### config.mk
export PLATFORM = sky130hd
export DESIGN_NAME = rsa_uart_loader
export DESIGN_NICKNAME = d
export VERILOG_FILES = /design/src/rtl/rsa_uart_loader_pkg.sv /design/src/rtl/rsa_uart_loader_operand_shift_reg.sv /design/src/rtl/rsa_uart_loader.sv
export SDC_FILE = /design/constraint.sdc
export NUM_CORES = 1
export LEC_CHECK = 0
export ABC_CLOCK_PERIOD_IN_PS = 4550
export BUFFER_PORTS_ARGS = -buffer_cell sky130_fd_sc_hd__buf_2
export CORE_MARGIN = 2
export CORE_UTILIZATION = 54
export CTS_BUF_LIST = sky130_fd_sc_hd__clkbuf_4 sky130_fd_sc_hd__clkbuf_8
export CTS_CLUSTER_SIZE = 12
export DETAILED_ROUTE_END_ITERATION = 10
export PLACE_DENSITY = 0.93
export SLEW_MARGIN = 20
export SYNTH_ARGS = -nofsm -noshare
export SYNTH_HDL_FRONTEND = slang
export SYNTH_SLANG_ARGS = --single-unit
### constraint.sdc
create_clock -name clk_i -period 4.55 [get_ports clk_i]
set_input_delay 0.2275 -clock clk_i [delete_from_list [all_inputs] [get_ports clk_i]]
set_output_delay 0.2275 -clock clk_i [all_outputs]
set_load 0.005 [all_outputs]
### src/rtl/rsa_uart_loader_pkg.sv
// Shared constants for the RSA UART loader: FSM encodings, error codes and frame defaults.
package rsa_uart_loader_pkg;

    localparam logic [2:0] ST_IDLE   = 3'd0;
    localparam logic [2:0] ST_LOAD_M = 3'd1;
    localparam logic [2:0] ST_LOAD_E = 3'd2;
    localparam logic [2:0] ST_LOAD_K = 3'd3;
    localparam logic [2:0] ST_START  = 3'd4;
    localparam logic [2:0] ST_WAIT   = 3'd5;
    localparam logic [2:0] ST_DONE   = 3'd6;

    typedef enum logic [1:0] {
        ERR_NONE     = 2'd0,
        ERR_TIMEOUT  = 2'd1,
        ERR_BREAK    = 2'd2,
        ERR_ZERO_MOD = 2'd3
    } err_e;

    localparam logic [7:0] SYNC_BYTE_DEF   = 8'hA5;
    localparam int         TIMEOUT_CYC_DEF = 1000000;

    // Counter width able to hold 0..n-1, never narrower than one bit.
    function automatic int cnt_width(input int n);
        return (n < 2) ? 1 : $clog2(n);
    endfunction

endpackage

### src/rtl/rsa_uart_loader_operand_shift_reg.sv
// Byte-wide shift-in operand register; first byte shifted in ends up as the MSB.
module operand_shift_reg
    import rsa_uart_loader_pkg::*;
#(
    parameter int BYTE_W = 8,
    parameter int NBYTES = 4,
    localparam int W     = BYTE_W * NBYTES
) (
    input  logic              clk_i,
    input  logic              resetn_i,
    input  logic              clr_i,
    input  logic              shift_i,
    input  logic [BYTE_W-1:0] byte_i,
    output logic [W-1:0]      q_o,
    output logic              zero_o
);

    logic [W-1:0] q_q;
    logic [W-1:0] q_d;
    logic [W-1:0] shifted;

    assign shifted = (q_q << BYTE_W) | W'(byte_i);
    // Zero test on the value the register would hold after taking byte_i.
    assign zero_o  = (shifted == '0);
    assign q_o     = q_q;

    always_comb begin
        q_d = q_q;
        if (clr_i) begin
            q_d = '0;
        end else if (shift_i) begin
            q_d = shifted;
        end
    end

    always_ff @(posedge clk_i) begin
        if (!resetn_i) begin
            q_q <= '0;
        end else begin
            q_q <= q_d;
        end
    end

endmodule

### src/rtl/rsa_uart_loader.sv
// Frames UART bytes into message/exponent/modulus operands, starts the RSA core and holds its result.
//  state    | meaning
//  IDLE     | waiting for the sync header
//  LOAD_M   | shifting in message bytes
//  LOAD_E   | shifting in exponent bytes
//  LOAD_K   | shifting in modulus bytes
//  START    | one-cycle core start pulse
//  WAIT     | waiting for core_done
//  DONE     | result held, waiting for the next header
module rsa_uart_loader
    import rsa_uart_loader_pkg::*;
#(
    parameter int                      PAYLOAD_BITS  = 8,
    parameter int                      OPERAND_BYTES = 4,
    parameter logic [PAYLOAD_BITS-1:0] SYNC_BYTE     = SYNC_BYTE_DEF,
    parameter int                      TIMEOUT_CYC   = TIMEOUT_CYC_DEF,
    localparam int                     W             = OPERAND_BYTES * PAYLOAD_BITS
) (
    input  logic                    clk_i,
    input  logic                    resetn_i,
    input  logic                    rx_valid_i,
    input  logic [PAYLOAD_BITS-1:0] rx_data_i,
    input  logic                    rx_break_i,
    output logic                    core_start_o,
    output logic [W-1:0]            core_msg_o,
    output logic [W-1:0]            core_exp_o,
    output logic [W-1:0]            core_mod_o,
    input  logic                    core_done_i,
    input  logic [W-1:0]            core_result_i,
    output logic [W-1:0]            result_o,
    output logic                    result_valid_o,
    output logic                    busy_o,
    output logic [1:0]              err_o,
    output logic                    overrun_o
);

    localparam int               CNT_W     = cnt_width(OPERAND_BYTES);
    localparam int               TO_W      = cnt_width(TIMEOUT_CYC);
    localparam logic [CNT_W-1:0] LAST_BYTE = CNT_W'(OPERAND_BYTES - 1);
    localparam logic [TO_W-1:0]  GAP_LOAD  = TO_W'(TIMEOUT_CYC - 1);

    logic [2:0]       state_q, state_d;
    logic [CNT_W-1:0] byte_cnt_q, byte_cnt_d;
    logic [TO_W-1:0]  gap_q, gap_d;
    err_e             err_q, err_d;
    logic             overrun_q, overrun_d;
    logic [W-1:0]     result_q, result_d;
    logic             result_valid_q, result_valid_d;

    logic [2:0]       shift_en;
    logic             clr_ops;
    logic [W-1:0]     op_q [3];
    logic             op_next_zero [3];
    logic             in_load;

    for (genvar i = 0; i < 3; i++) begin : g_op
        operand_shift_reg #(
            .BYTE_W (PAYLOAD_BITS),
            .NBYTES (OPERAND_BYTES)
        ) u_op (
            .clk_i    (clk_i),
            .resetn_i (resetn_i),
            .clr_i    (clr_ops),
            .shift_i  (shift_en[i]),
            .byte_i   (rx_data_i),
            .q_o      (op_q[i]),
            .zero_o   (op_next_zero[i])
        );
    end

    assign in_load = (state_q == ST_LOAD_M) || (state_q == ST_LOAD_E) || (state_q == ST_LOAD_K);

    always_comb begin
        state_d        = state_q;
        byte_cnt_d     = byte_cnt_q;
        gap_d          = gap_q;
        err_d          = err_q;
        overrun_d      = overrun_q;
        result_d       = result_q;
        result_valid_d = result_valid_q;
        shift_en       = 3'b000;
        clr_ops        = 1'b0;

        case (state_q)
            ST_IDLE, ST_DONE: begin
                if (rx_valid_i && (rx_data_i == SYNC_BYTE)) begin
                    state_d        = ST_LOAD_M;
                    byte_cnt_d     = '0;
                    gap_d          = GAP_LOAD;
                    err_d          = ERR_NONE;
                    overrun_d      = 1'b0;
                    result_valid_d = 1'b0;
                end
            end
            ST_LOAD_M, ST_LOAD_E, ST_LOAD_K: begin
                if (rx_break_i) begin
                    err_d   = ERR_BREAK;
                    clr_ops = 1'b1;
                    state_d = ST_IDLE;
                end else if (rx_valid_i) begin
                    gap_d    = GAP_LOAD;
                    shift_en = {state_q == ST_LOAD_K, state_q == ST_LOAD_E, state_q == ST_LOAD_M};
                    if (byte_cnt_q == LAST_BYTE) begin
                        byte_cnt_d = '0;
                        if (state_q == ST_LOAD_M) begin
                            state_d = ST_LOAD_E;
                        end else if (state_q == ST_LOAD_E) begin
                            state_d = ST_LOAD_K;
                        end else if (op_next_zero[2]) begin
                            err_d   = ERR_ZERO_MOD;
                            clr_ops = 1'b1;
                            state_d = ST_IDLE;
                        end else begin
                            state_d = ST_START;
                        end
                    end else begin
                        byte_cnt_d = byte_cnt_q + CNT_W'(1);
                    end
                end else if (gap_q == '0) begin
                    err_d   = ERR_TIMEOUT;
                    clr_ops = 1'b1;
                    state_d = ST_IDLE;
                end else begin
                    gap_d = gap_q - TO_W'(1);
                end
            end
            ST_START: begin
                if (rx_break_i) begin
                    err_d   = ERR_BREAK;
                    state_d = ST_IDLE;
                end else begin
                    if (rx_valid_i) begin
                        overrun_d = 1'b1;
                    end
                    state_d = ST_WAIT;
                end
            end
            ST_WAIT: begin
                // Break wins over a coincident core_done: the run is abandoned.
                if (rx_break_i) begin
                    err_d   = ERR_BREAK;
                    state_d = ST_IDLE;
                end else begin
                    if (rx_valid_i) begin
                        overrun_d = 1'b1;
                    end
                    if (core_done_i) begin
                        result_d       = core_result_i;
                        result_valid_d = 1'b1;
                        state_d        = ST_DONE;
                    end
                end
            end
            default: begin
                state_d = ST_IDLE;
            end
        endcase
    end

    always_ff @(posedge clk_i) begin
        if (!resetn_i) begin
            state_q        <= ST_IDLE;
            byte_cnt_q     <= '0;
            gap_q          <= '0;
            err_q          <= ERR_NONE;
            overrun_q      <= 1'b0;
            result_q       <= '0;
            result_valid_q <= 1'b0;
        end else begin
            state_q        <= state_d;
            byte_cnt_q     <= byte_cnt_d;
            gap_q          <= gap_d;
            err_q          <= err_d;
            overrun_q      <= overrun_d;
            result_q       <= result_d;
            result_valid_q <= result_valid_d;
        end
    end

    assign core_start_o   = (state_q == ST_START) && !rx_break_i;
    assign core_msg_o     = op_q[0];
    assign core_exp_o     = op_q[1];
    assign core_mod_o     = op_q[2];
    assign result_o       = result_q;
    assign result_valid_o = result_valid_q;
    assign busy_o         = in_load || (state_q == ST_START) || (state_q == ST_WAIT);
    assign err_o          = err_q;
    assign overrun_o      = overrun_q;

endmodule

# Word-level counts from Yosys, hierarchy flattened
# Cells that the tools add are included.
[op_classes]
n_addsub = 2
n_eq_ne = 23
bitwise_logic = 5
mux = 49
n_reduce_logical = 25
[op_table]
columns = ["op", "count"]
rows = [
  ["$or A32 B8 Y32", 3],
  ["$mux W20", 4],
  ["$mux W3", 14],
  ["$pmux W20 S2", 1],
  ["$logic_not A32 Y1", 1],
  ["$mux W2", 12],
  ["$logic_not A20 Y1", 1],
  ["$reduce_and A4 Y1", 5],
  ["$sub A20 B1 Y20 const B", 1],
  ["$ne A4 B4 Y1 const B", 4],
  ["$mux W1", 13],
  ["$ne A2 B2 Y1 const B", 6],
  ["$pmux W3 S4", 1],
  ["$eq A3 B3 Y1 const B", 3],
  ["$eq A8 B8 Y1 const B", 1],
  ["$reduce_and A8 Y1", 1],
  ["$eq A3 B2 Y1 const B", 2],
  ["$ne A3 B3 Y1 const B", 2],
  ["$pmux W2 S3", 1],
  ["$reduce_bool A2 Y1", 3],
  ["$reduce_or A2 Y1", 3],
  ["$logic_or A1 B1 Y1", 4],
  ["$ne A2 B1 Y1 const B", 2],
  ["$ne A4 B3 Y1 const B", 1],
  ["other kinds (12)", 15],
]
[totals]
output_inout_bits = 134
elab_cells = 114
ff_bits = 157

# Depth between registers and ports, before layout
[logic_depth]
ltp_word = 10
ltp_mapped = 10
mapped_depth_nobuf = 8

# Modules after synthesis
# A second synthesis with hierarchy kept.
[unflattened]
hier_cells = 726
area_unflattened_um2 = 6631.4
[modules_own_cells]
columns = ["mod", "cells_per_inst", "seq_area_each_um2", "n_inst", "area_each_um2"]
rows = [
  ["operand_shift_reg", 115, 640.6, 3, 1239.9],
  ["rsa_uart_loader", 381, 1221.2, 1, 2911.5],
]

# Worst setup path before layout
# OpenSTA, ideal clock, no wires.
[synth_timing]
kind = "register to register"
from = "reg gap_q[8]"
to = "reg gap_q[18]"
t_required_ns = 4.462
path_stages_with_launch = 8
arrival_time_ns = 2.220
slack_ns = 2.242
path_cell_list = "dfxtp_1 -> or4_4 -> or3b_1 -> buf_6 -> or3_4 -> o31ai_2 -> a21oi_1 -> a311oi_2"
[synth_via]
elab_chain_cells = 5
elab_cells_between_ends = 8
[synth_rtl]
columns = ["element", "line_no", "text"]
rows = [
  ["from (decl)", "rsa_uart_loader.sv:44", "logic [TO_W-1:0] gap_q, gap_d;"],
  ["from (signal assigned)", "rsa_uart_loader.sv:172", "gap_q <= gap_d;"],
  ["$sub A20 B1 Y20", "rsa_uart_loader.sv:124", "gap_d = gap_q - TO_W'(1);"],
  ["$mux W20", "rsa_uart_loader.sv:119", "end else if (gap_q == '0) begin"],
  ["$mux W20", "rsa_uart_loader.sv:100", "end else if (rx_valid_i) begin"],
  ["$mux W20", "rsa_uart_loader.sv:96", "if (rx_break_i) begin"],
  ["$pmux W20 S2", "rsa_uart_loader.sv:84", "case (state_q)"],
]
# Parallel ways exist; a longest one is shown, timed or not. The select of a mux whose other input is x is not followed.
# A chain may end at the register's enable or synchronous reset.

# Final worst setup path
[layout_timing]
from = "reg state_q[0]"
to = "reg gap_q[16]"
[layout_via]
elab_chain_cells = 4
elab_cells_between_ends = 13
[layout_rtl]
columns = ["element", "line_no", "text"]
rows = [
  ["from (decl)", "rsa_uart_loader.sv:42", "logic [2:0] state_q, state_d;"],
  ["from (signal assigned)", "rsa_uart_loader.sv:170", "state_q <= state_d;"],
  ["$eq A3 B1 Y1, or another cell as far along", "rsa_uart_loader.sv:84", ""],
  ["$reduce_or A3 Y1 / $reduce_or A2 Y1 (equally long branches)", "rsa_uart_loader.sv:84", ""],
  ["$ne A3 B3 Y1 (no line), or another cell as far along", "--", ""],
  ["$reduce_and A4 Y1 (no line)", "--", ""],
]
# Parallel ways exist; a longest one is shown, timed or not.

==> results.md <==
* Vias per inst at 5.53
* Slowest Stage Delay on Critical Path at 820 ps
* Fin crit period at 2940 ps
* Drt wl/cell at 14.5 um
* Hpwl dp at 10.3 mm
* Synth cell types at 48
* Cell Pwr Density at 366 nW/um2
* Layout cells sized above 1 at 0.239
* Fmax at 340 MHz
* Starting density of the core at 0.560
* Number of synthesized flops with an enable pin at 0
* #FFs+latches synth at 157
* Max-cap violations at 0
* WP data arrival at 3270 ps
* Crit path kind: flop to flop
* P_leak at 3.06 nW
* Vias post-DR at 6042
* CP max stage cell: dfxtp_1
* DRT Wirelength at 15.8 mm
* Worst skew pair latency at 440 ps
* Die Ht at 110 um
* Vias in the first global route at 5455
* Diode count at 0
* Hold Path Class: input port to flop
* P&R area growth vs syn at 24.3%
* Synth Net Count at 826
* Relative slew slack at 0.270
* CTS sink count at 157
* Tcrit/Tclk final at 0.647
* Setup-failing EPs final at 0
* Reg clk slew, reported paths at 80 ps
* Grt ovf at 0
* Top Family by Delay on Critical Path: compound AO/OA/AOI/OAI gates
* Slew Viols, Final at 0
* CTS Buffer Depth at 2
* Status: finished, final reports clean
* Post-CTS sizing at 0
* Post-layout net count at 987
* Async set or reset register ratio after synthesis at 0
* First-pass GRT wire length at 25.8 mm
* Initial antenna violation count at 0
* Finished Layout Cells at 1092
* Post-CTS setup buffers at 0
* I/O pin count at 179
* WP data required at 4880 ps
* Crit path buffers/inverters at 0
* Routed Antenna Nets at 0
* DIE AREA at 12200 um2
* Gr usage total at 0.253
* Worst VDD drop at 342 uV
* DP Cell Count at 1046
* Placeable core area at 10900 um2
* Clock Skew at 14.4 ps
* Area leader, netlist: dfxtp_1
* Setup crit start kind: flop
* PortBufs at 178
* Gpl congestion at 0.894
* Sequential area share after synthesis at 0.514
* Die X at 110 um
* TritonCTS clock tree: built
* CP max FO at 20
* Synth Warn # at 0
* Critical path cell sequence: o21bai_1 -> nor2_1 -> o21ai_2 -> nor3_1 -> a31oi_1 -> o21a_1
* Final Hold Vio Count at 0
* Main synth FF type: dfxtp_1
* H-Tree Depth at 4
* Synth area leaders: dfxtp_1 (51%), nand2_1 (16%), a21oi_1 (12%)
* Netlist area before placement at 6120 um2
* Cells after Synth at 778
* # fillers at 886
* TNS Setup at 0 ps
* RSZ-0062 raised after global routing: false
* Pin count of the biggest net entering global routing at 97
* DRT iter0 DRCs at 574
* Critical Path Sink Type: flop
* Number of remaining DRC errors at 0
* Yosys top cell area share at 0.514
* Least-Margin Pin Slew at 1090 ps
* Core Rows at 38
* Syn Area/Cell at 7.87 um2
* CTS Hold Buffers Added at 13
* DRT Pass-1 Iters at 5
* Root Buffer: clkbuf_8
* Total CTS buffers at 17
[synthesized netlist by cell type, drive strengths merged (3+ instances only)]
cell type and instances:
nand2 268, dfxtp 157, a21oi 144, clkbuf 47, nor2 26, nor3 12, o21ai 12, xnor2 11
nor4 9, nand2b 8, buf 7, or3 7, a2111oi 6, a311oi 6, nand3 6, a211oi 5
nand4 5, nor2b 5, ha 3, inv 3
[area by class of cell]
| class | instances | area (um2) | area share |
|---|---|---|---|
| clock inverters | 11 | 155 | 0.0204 |
| inverters | 3 | 11.3 | 0.00148 |
| well taps | 140 | 175 | 0.0230 |
| flip-flops and latches | 157 | 3140 | 0.413 |
| clock buffers | 21 | 289 | 0.0380 |
| repair buffers | 196 | 1060 | 0.139 |
| multi-input cells | 564 | 2770 | 0.365 |
[worst paths after layout]
check                                     from                                 to  slack (ps)  depth (start not counted)
min reg2reg  g_op[0].u_op.q_o[26]$_SDFFE_PP0P_  g_op[0].u_op.q_o[26]$_SDFFE_PP0P_         450                          2
min                          core_result_i[18]          result_o[18]$_SDFFE_PN0P_          20                          3
max reg2reg            state_q[0]$_SDFFE_PN0P_             gap_q[16]$_SDFFE_PN0P_        1610                          6
max                    state_q[0]$_SDFFE_PN0P_             gap_q[16]$_SDFFE_PN0P_        1610                          6
[worst register-to-register path, stage by stage (launching register included)]
cell	delay, ps
dfxtp_1	820
o21bai_1	460
nor2_1	300
o21ai_2	220
nor3_1	690
a31oi_1	190
o21a_1	140
[where the power goes]
part / internal (mW) / total (mW) / leakage [nW] / switching (mW)
Combinational: 0.0920 / 0.242 / 1.58 / 0.150
Clock: 0.608 / 1.13 / 0.223 / 0.520
Sequential: 1.39 / 1.41 / 1.27 / 0.0229
Total: 2.09 / 2.78 / 3.06 / 0.693
[metal layers]
metal  up-vias  share of wire  track usage
li1       2945              -            -
met1      2825           0.43        0.324
met2       227           0.48        0.409
met3        45          0.058       0.0593
met4         0          0.030        0.113
met5         -              0            0
[cells in the final DEF, fill, tap and decap left out, types with 6 or more instances in the layout]
master and instances:
a2111oi_0 6, a21oi_1 144, buf_2 178, clkbuf_8 21
dfxtp_1 157, dlygate4sd3_1 14, nand2_1 268, nand2b_1 8
nor2_1 25, nor3_1 11, nor4_1 9, o21ai_0 9
or3_1 6, xnor2_1 11
[registers in the layout, indices dropped and copies added (netlist names)]
| signal | count |
|---|---|
| g_op.u_op.q_o | 96 |
| result_o | 32 |
| gap_q | 20 |
| state_q | 3 |
| byte_cnt_q | 2 |
| err_o | 2 |
| overrun_o | 1 |
| result_valid_o | 1 |
[cell families (layout without fill, tap and decap cells)]
group / count (synthesis) / after routing / synth area share
and+or+nand+nor: 360 / 360 / 0.248
AOI/OAI and AO/OA: 188 / 188 / 0.175
DFF: 157 / 157 / 0.514
buffers and inverters: 57 / 231 / 0.0374
xor gates and xnor gates: 11 / 11 / 0.0157
adders and majority gates: 3 / 3 / 0.00613
muxes: 2 / 2 / 0.00327
[per-stage QoR]
stage               area (um2)  power, mW  utilization  setup slack (ps)  hold WS, ps
CTS                       7590       2.79        0.694              1680        0.123
global route              7610       2.90        0.696              1440         2.72
floorplan                 6120       1.61            -              2240          363
detailed placement        7010       1.67        0.641              1700          443
global placement          7010       1.67        0.641              1730          438
finish                    7610       2.78        0.696              1610         20.6
Note: power is estimated with default switching activity, not from simulation.
